**config.mk**
```make
export PLATFORM = sky130hd
export DESIGN_NAME = sam_enc_ctrl
export DESIGN_NICKNAME = d
export VERILOG_FILES = /design/src/rtl/sam_enc_ctrl.sv
export SDC_FILE = /design/constraint.sdc
export NUM_CORES = 1
export LEC_CHECK = 0
export BUFFER_PORTS_ARGS = -buffer_cell sky130_fd_sc_hd__clkbuf_2
export CORE_MARGIN = 5
export CORE_UTILIZATION = 35
export DETAILED_ROUTE_END_ITERATION = 10
export SLEW_MARGIN = 20
export SYNTH_ARGS = -nofsm -noshare
export SYNTH_HDL_FRONTEND = slang
export SYNTH_SLANG_ARGS = --single-unit
```
**constraint.sdc**
```tcl
create_clock -name clk -period 3.6 [get_ports clk]
set_input_delay 0.36 -clock clk [delete_from_list [all_inputs] [get_ports clk]]
set_output_delay 0.36 -clock clk [all_outputs]
set_load 0.02 [all_outputs]
```
**src/rtl/sam_enc_ctrl.sv**
```systemverilog
// rtl/sam_enc_ctrl.sv - command sequencer serialising one SAM encoder command
//
// Purpose:
//   Accepts one parallel command (n, d, N, msg) and serialises it onto the SAM encoder.
//   The configuration (n, d, N) goes out as raw bits with enc_mode=1.
//   The message goes out as pulse-width symbols with enc_mode=0.
//   The encoder result is then captured and returned on a valid/ready response port.
//
// Ports:
//   clk, reset      : clock, asynchronous active-low reset
//   cmd_valid/ready : command handshake; cmd_ready is high only while idle
//   cmd_n           : length exponent, L = 1<<cmd_n (values above 4 are rejected)
//   cmd_d/cn/msg    : d key, N key and message, bits [L-1:0] used
//   enc_str/mode    : serial data and mode pins to the encoder
//   enc_msgcd/valid : encoder result and its one-cycle done pulse
//   rsp_valid/ready : response handshake; response is held until taken
//   rsp_code/err    : masked result, error flag (reject or watchdog)
//   busy            : high whenever a command is in flight
//
// Optional feature: define SAM_CTRL_TIMEOUT_EN to enable a WAIT_VLD watchdog
// of TIMEOUT cycles. When it is undefined, WAIT_VLD waits indefinitely.
module sam_enc_ctrl #(
  parameter int SYM_LEN = 16,
  parameter int HI_LONG = 10
`ifdef SAM_CTRL_TIMEOUT_EN
  ,
  parameter int TIMEOUT = 256
`endif
) (
  input  logic        clk,
  input  logic        reset,
  input  logic        cmd_valid,
  output logic        cmd_ready,
  input  logic [3:0]  cmd_n,
  input  logic [15:0] cmd_d,
  input  logic [15:0] cmd_cn,
  input  logic [15:0] cmd_msg,
  output logic        enc_str,
  output logic        enc_mode,
  input  logic [15:0] enc_msgcd,
  input  logic        enc_valid,
  output logic        rsp_valid,
  input  logic        rsp_ready,
  output logic [15:0] rsp_code,
  output logic        rsp_err,
  output logic        busy
);

  typedef enum logic [3:0] {
    IDLE, CFG_N, CFG_D, CFG_CN, SETUP, SYM, TAIL, WAIT_VLD, RESP
  } state_t;

  state_t      state;
  logic [2:0]  n_q;      // n[3] is only ever sent on the acceptance edge
  logic [15:0] d_q;
  logic [15:0] cn_q;
  logic [15:0] msg_q;
  logic [4:0]  bit_idx;
  logic [5:0]  phase;

`ifdef SAM_CTRL_TIMEOUT_EN
  localparam int TW = $clog2(TIMEOUT + 1);
  logic [TW-1:0] tcnt;
`endif

  // Derived from the latched exponent; only meaningful for accepted commands (n<=4).
  logic [4:0]  len;
  logic [4:0]  last_idx;
  logic [15:0] len_mask;
  logic [5:0]  hi_len;

  always_comb begin
    len      = 5'd1 << n_q;
    last_idx = len - 5'd1;
    len_mask = '0;
    for (int i = 0; i < 16; i++) begin
      len_mask[i] = (5'(i) < len);
    end
    // A '1' symbol uses the long high time, and a '0' symbol uses the short one.
    hi_len = msg_q[bit_idx[3:0]] ? 6'(HI_LONG) : 6'(SYM_LEN - HI_LONG);
  end

  always_ff @(posedge clk or negedge reset) begin
    if (!reset) begin
      state     <= IDLE;
      n_q       <= '0;
      d_q       <= '0;
      cn_q      <= '0;
      msg_q     <= '0;
      bit_idx   <= '0;
      phase     <= '0;
      enc_str   <= 1'b0;
      enc_mode  <= 1'b0;
      rsp_valid <= 1'b0;
      rsp_code  <= '0;
      rsp_err   <= 1'b0;
      busy      <= 1'b0;
      cmd_ready <= 1'b1;
`ifdef SAM_CTRL_TIMEOUT_EN
      tcnt      <= '0;
`endif
    end else begin
      case (state)
        IDLE: begin
          if (cmd_valid) begin
            n_q       <= cmd_n[2:0];
            d_q       <= cmd_d;
            cn_q      <= cmd_cn;
            msg_q     <= cmd_msg;
            busy      <= 1'b1;
            cmd_ready <= 1'b0;
            if (cmd_n > 4'd4) begin
              rsp_err  <= 1'b1;
              rsp_code <= '0;
              state    <= RESP;
            end else begin
              enc_mode <= 1'b1;
              enc_str  <= cmd_n[3];
              bit_idx  <= 5'd2;
              state    <= CFG_N;
            end
          end
        end

        CFG_N: begin
          enc_str <= n_q[bit_idx[1:0]];
          if (bit_idx == 5'd0) begin
            bit_idx <= last_idx;
            state   <= CFG_D;
          end else begin
            bit_idx <= bit_idx - 5'd1;
          end
        end

        CFG_D: begin
          enc_str <= d_q[bit_idx[3:0]];
          if (bit_idx == 5'd0) begin
            bit_idx <= last_idx;
            state   <= CFG_CN;
          end else begin
            bit_idx <= bit_idx - 5'd1;
          end
        end

        // enc_mode stays high through the last N bit. Dropping it early aborts the encoder.
        CFG_CN: begin
          enc_str <= cn_q[bit_idx[3:0]];
          if (bit_idx == 5'd0) begin
            state <= SETUP;
          end else begin
            bit_idx <= bit_idx - 5'd1;
          end
        end

        SETUP: begin
          enc_mode <= 1'b0;
          enc_str  <= 1'b0;
          bit_idx  <= last_idx;
          phase    <= '0;
          state    <= SYM;
        end

        SYM: begin
          enc_str <= (phase < hi_len);
          if (phase == 6'(SYM_LEN - 1)) begin
            phase <= '0;
            if (bit_idx == 5'd0) begin
              state <= TAIL;
            end else begin
              bit_idx <= bit_idx - 5'd1;
            end
          end else begin
            phase <= phase + 6'd1;
          end
        end

        // The rising edge here terminates the final symbol.
        TAIL: begin
          enc_str <= 1'b1;
          state   <= WAIT_VLD;
`ifdef SAM_CTRL_TIMEOUT_EN
          tcnt    <= '0;
`endif
        end

        WAIT_VLD: begin
          enc_str <= 1'b0;
          if (enc_valid) begin
            rsp_code <= enc_msgcd & len_mask;
            rsp_err  <= 1'b0;
            state    <= RESP;
          end
`ifdef SAM_CTRL_TIMEOUT_EN
          else if (tcnt == TW'(TIMEOUT - 1)) begin
            rsp_code <= '0;
            rsp_err  <= 1'b1;
            state    <= RESP;
          end else begin
            tcnt <= tcnt + 1'b1;
          end
`endif
        end

        // rsp_valid is raised one edge after entry, so code and err are settled before valid.
        RESP: begin
          if (!rsp_valid) begin
            rsp_valid <= 1'b1;
          end else if (rsp_ready) begin
            rsp_valid <= 1'b0;
            busy      <= 1'b0;
            cmd_ready <= 1'b1;
            state     <= IDLE;
          end
        end

        default: state <= IDLE;
      endcase
    end
  end

endmodule

```
==> Yosys cells after proc, flatten, opt, wreduce, memory -nomap -nowiden <==
Cells that the tools add are included.
{ "op_classes": {"mux": 52, "magnitude_cmp": 20, "add_sub_neg": 3, "reduce_logical": 17, "n_bitwise": 1, "n_eq_ne": 20, "shift": 1, "n_div": 0, "n_mul": 0} }
{ "ops": {"columns": ["operator", "count"], "rows": [
  ["two-way mux 16 bit", 3],
  ["two-way mux 4 bit", 11],
  ["less-than comparator 4 x 5 -> 1 bit, first input constant", 8],
  ["one-hot mux 4 bit (9 select lines)", 1],
  ["one-hot mux 16 bit (2 select lines)", 1],
  ["two-way mux 5 bit", 5],
  ["one-hot mux 5 bit (5 select lines)", 1],
  ["inequality test 2 bit, second input constant", 11],
  ["less-than comparator 3 x 5 -> 1 bit, first input constant", 4],
  ["two-way mux 1 bit", 19],
  ["bitwise AND 16 bit", 1],
  ["== test 4 x 3 -> 1 bit, second input constant", 4],
  ["binary-select mux 1 bit (select 4 bit)", 3],
  ["one-hot mux 6 bit (2 select lines)", 1],
  ["AND reduction 4 bit", 3],
  ["less-than comparator 1 x 5 -> 1 bit, first input constant", 2],
  ["less-than comparator 2 x 5 -> 1 bit, first input constant", 2],
  ["subtractor 5 x 1 -> 5 bit, second input constant", 2],
  ["AND reduction 9 bit", 1],
  ["== test 4 x 2 -> 1 bit, second input constant", 2],
  ["one-hot mux 1 bit (2 select lines)", 4],
  ["nonzero test 2 bit", 4],
  ["one-hot mux 1 bit (7 select lines)", 1],
  ["nonzero test 7 bit", 1],
  ["other kinds (17)", 19]
]} }
{ "word_totals": {"mem_count": 0, "latchBits": 0, "ram_bits": 0, "romBits": 0, "input_bits": 73, "register_bits": 88} }

==> Longest topological paths before layout <==
{ "logic_depth": {"ltp_word": 5, "ltp_mapped": 10, "depth_no_buf": 9} }

==> Worst setup path after synthesis <==
OpenSTA, ideal clock, no wires.
{ "synth_timing": {"kind": "flip-flop to flip-flop", "start": "register bit_idx[0]", "end": "register enc_str", "slack_ps": 988, "synth_period_minus_slack_ps": 2612, "stages_incl_launch_ff": 10, "t_required_ps": 3496, "setup_time_ps": 104, "arrival_time_ps": 2508, "cell_sequence": "dfrtp_1 > buf_2 > mux4_2 > mux4_2 > ha_1 > a21oi_1 > o211ai_1 > o41ai_2 > a221oi_1 > o311ai_1"} }
{ "synth_between": {"elab_chain_cells": 5} }
{ "synth_rtl": {"columns": ["item", "line", "rtl"], "rows": [
  ["start, declared", "58", "logic [4:0] bit_idx;"],
  ["start signal, assigned", "128", "bit_idx <= last_idx;"],
  ["start signal, assigned", "131", "bit_idx <= bit_idx - 5'd1;"],
  ["start signal, assigned", "138", "bit_idx <= last_idx;"],
  ["binary-select mux 1 bit (select 4 bit)", "80", "hi_len = msg_q[bit_idx[3:0]] ? 6'(HI_LONG) : 6'(SYM_LEN - HI_LONG);"],
  ["two-way mux 1 bit (implied by the code)", "80", null],
  ["two-way mux 4 bit", "80", null],
  ["less-than comparator 6 x 4 -> 1 bit", "164", "enc_str <= (phase < hi_len);"],
  ["one-hot mux 1 bit (7 select lines) (*)", "103", "case (state)"],
  ["end signal, assigned", "118", "enc_str <= cmd_n[3];"],
  ["end signal, assigned", "126", "enc_str <= n_q[bit_idx[1:0]];"],
  ["end signal, assigned", "164", null],
  ["end, declared", "38", "output logic enc_str,"]
]} }
Mark *: on every way between the ends. The rest lies on a longest branch, timed or not. The select of a mux whose other input is x is not followed.
A chain may end at the register's enable or synchronous reset.

==> Worst setup path in the final report <==
Ends and elaborated chain as after synthesis.

==> summary.txt <==
Setup path
  • CP startpoint kind: register
  • Crit-path slowest cell: mux4_2
  • Worst EP arrival: 3.06 ns
  • Critical Path End Type: register
  • CP Max Fanout: 5
  • Crit path buf inv count: 0
  • Crit path kind: reg -> reg
  • CP delay by family, top: multiplexers
  • Worst path most repeated cell: mux4_2
  • R2R setup slack: 0.79 ns
  • Slowest stage delay, CP: 0.54 ns
  • Crit Reg-Reg Startpoint: bit_idx[0]$_DFFE_PN0P_
  • Worst path cell trace: mux4_2 -> mux4_2 -> ha_1 -> a21oi_1 -> o211ai_1 -> o41ai_2 -> a221oi_1 -> o311ai_1
  • Critical path required time: 3.84 ns
  • R2r endpoint: enc_str$_DFFE_PN0P_
  • Length in cells of the worst reg-to-reg path: 8

Placed design
  • Placer congestion estimate: 0.873
  • IO Port Bufs: 94
  • Hpwl dp: 7.44 mm
  • Place WS: 0.780 ns
  • Placed Area: 5040 um2

Cells and area
  • Area delta synth->final: 19.9%
  • Antenna diode count: 0
  • Most common cell after layout, fill and taps aside: clkbuf_2
  • Design Area, Final: 5360 um2
  • Fill cell count: 1191
  • Register area: 2200 um2
  • Most frequent cells in the layout: clkbuf_2 (93), dfrtp_1 (87), mux2_2 (52)
  • Ratio of cells with drive above 1 in the final layout: 43.0%
  • Layout net count: 527
  • Area of the multi-input gates: 2080 um2

CTS
  • Hold buffers post-CTS: 0
  • Clock Latency Late Sink: 0.35 ns
  • Clock tree sinks: 88
  • Root Buffer: clkbuf_16
  • Post-CTS resize count: 0
  • CTS tree: built
  • CTS buffer count: 9
  • Worst-case clock buffer depth: 2
  • CTS H-tree depth: 3
  • Clock Pin Slew Worst Setup and Hold Paths: 0.07 ns
  • Setup Fix Bufs, Post-CTS: 0

Timing
  • Pins Over Slew Limit: 0
  • Endpoints failing setup: 0
  • Total negative slack: 0 ns
  • Worst Tran Pin Value: 0.847 ns
  • Hold Vio Cnt, Final: 0
  • Final Skew: 0.0113 ns
  • Fmax: 356 MHz
  • Setup ws final: 0.789 ns
  • Minimum clock period: 2.81 ns
  • RSZ-0062 raised after global routing: false
  • Crit share post-route: 78.1%
  • Slew margin rel.: 43.5%

Die
  • Die Footprint: 15100 um2
  • Row Count: 41
  • Die extent in x: 123 um
  • Ports: 95
  • Die height: 123 um
  • Initial core utilization: 35.6%
  • Core area: 12600 um2

Status
  • Status: completed

Logic synthesis
  • Most used flip-flop cell after synthesis: dfrtp_1
  • Post-synthesis instance total: 362
  • Number of synthesized flops with an enable pin: 0
  • Synth Register Bits: 88
  • FFs w/ async S/R, synth: 100%
  • Yosys warns: 0
  • Net Count, Synth: 441
  • Synth Area per Inst: 12.3 um2
  • Seq/Total Area, Yosys: 49.3%
  • Synth cell types: 62
  • Mapped Area: 4470 um2

Power
  • Power per cell area: 815 nW/um2
  • Leakage power: 2.45 nW
  • Peak VDD IR: 0.000362 V

Drt
  • Post-DRT Antenna Nets: 0
  • Final wirelength: 10.1 mm
  • Via count: 3183
  • DRC: 0
  • Drt pass-1 iters: 4
  • Wire per inst: 16.2 um
  • Starting DRT DRC Count: 197
  • Drt via density: 5.09

GRT
  • Initial antenna violation count: 0
  • First-pass GRT wire length: 16.7 mm
  • Grt total ovfl: 0
  • GRT Total Usage: 14.1%
  • Largest net degree at the start of global routing: 69
  • Number of global-route vias before repair: 3369

Run
  • Max Cap Violations: 0

Worst hold path
  • Worst Hold Class: in -> async
==> cell type report <==
type	instances	area share [%]
multi-input combinational	241	38.8
timing repair buffer	99	9.53
sequential	88	41.1
tap	172	4.02
clock inverter	5	1.19
clock buffer	11	4.72
inverter	9	0.631
==> registers in the layout (all words and copies together) (netlist names) <==
name / count
bit_idx: 5
busy: 1
cmd_ready: 1
cn_q: 16
d_q: 16
enc_mode: 1
enc_str: 1
msg_q: 16
n_q: 3
phase: 6
rsp_code: 16
rsp_err: 1
rsp_valid: 1
state: 4
==> synthesized netlist by cell type, types with 3 or more instances <==
cell	count	area (um2)
nand2_1	30	113
nand2b_1	5	31.3
a21oi_1	16	80.1
buf_6	7	78.8
nor2_1	13	48.8
o21a_1	3	22.5
a22o_1	16	140
xnor2_1	3	26.3
ha_1	6	75.1
clkbuf_1	5	18.8
nand3_1	11	55.1
nor2b_1	5	31.3
mux4_2	13	293
mux2_2	52	586
mux2i_1	5	50.1
dfrtp_1	87	2180
inv_1	9	33.8
buf_2	11	55.1
nor3_1	3	15.0
o21ai_0	10	50.1
==> worst max-delay path by stage <==
stage | end | startpoint | depth (start not counted) | slack, ns
after global placement | enc_str$_DFFE_PN0P_ | bit_idx[0]$_DFFE_PN0P_ | 8 | 0.89
after floorplan | enc_str$_DFFE_PN0P_ | bit_idx[0]$_DFFE_PN0P_ | 9 | 0.99
after detailed placement | enc_str$_DFFE_PN0P_ | bit_idx[0]$_DFFE_PN0P_ | 8 | 0.78
after CTS | enc_str$_DFFE_PN0P_ | bit_idx[0]$_DFFE_PN0P_ | 8 | 0.78
after global routing | enc_str$_DFFE_PN0P_ | bit_idx[0]$_DFFE_PN0P_ | 8 | 0.58
final | enc_str$_DFFE_PN0P_ | bit_idx[0]$_DFFE_PN0P_ | 8 | 0.79
==> power breakdown <==
| group | internal [W] | switching, W | total [W] |
|---|---|---|---|
| registers | 0.00137 | 0.000347 | 0.00171 |
| logic | 0.000882 | 0.000790 | 0.00167 |
| clock network | 0.000582 | 0.000401 | 0.000983 |
==> through the flow <==
stage | power, W | instances | hold WS, ns | utilization (%)
after floorplan | 0.00306 | 362 | 0.0644 | -
after global placement | 0.00336 | 609 | 0.456 | 40.1
after detailed placement | 0.00342 | 609 | 0.464 | 40.1
after CTS | 0.00442 | 625 | 0.153 | 42.6
after global routing | 0.00468 | 625 | 0.205 | 42.6
final | 0.00437 | 625 | 0.127 | 42.6
==> cell families (layout without fill, tap and decap cells) <==
| kind of cell | after synthesis | after routing | synth area share, % |
|---|---|---|---|
| buf+inv | 33 | 124 | 4.34 |
| flops | 88 | 88 | 49.3 |
| compound gates | 70 | 70 | 11.8 |
| xor+xnor | 3 | 3 | 0.588 |
| mux | 70 | 70 | 20.8 |
| simple gates | 92 | 92 | 11.5 |
| fa+ha+maj | 6 | 6 | 1.68 |
==> worst register-to-register path: cells and delay by family, from the launching register on <==
family | cells | cell delay (ns)
DFF | 1 | 0.50
adders and majority gates | 1 | 0.29
AOI/OAI and AO/OA | 5 | 0.86
muxes | 2 | 1.04
==> per-layer routing <==
layer	vias up	share of wire (%)	GRT usage [%]
li1	1507	-	-
met1	1589	44	18.3
met2	70	49	22.5
met3	17	5.2	4.35
met4	0	1.3	4.50
met5	-	0	0
Power figures use the tool's default switching activity.
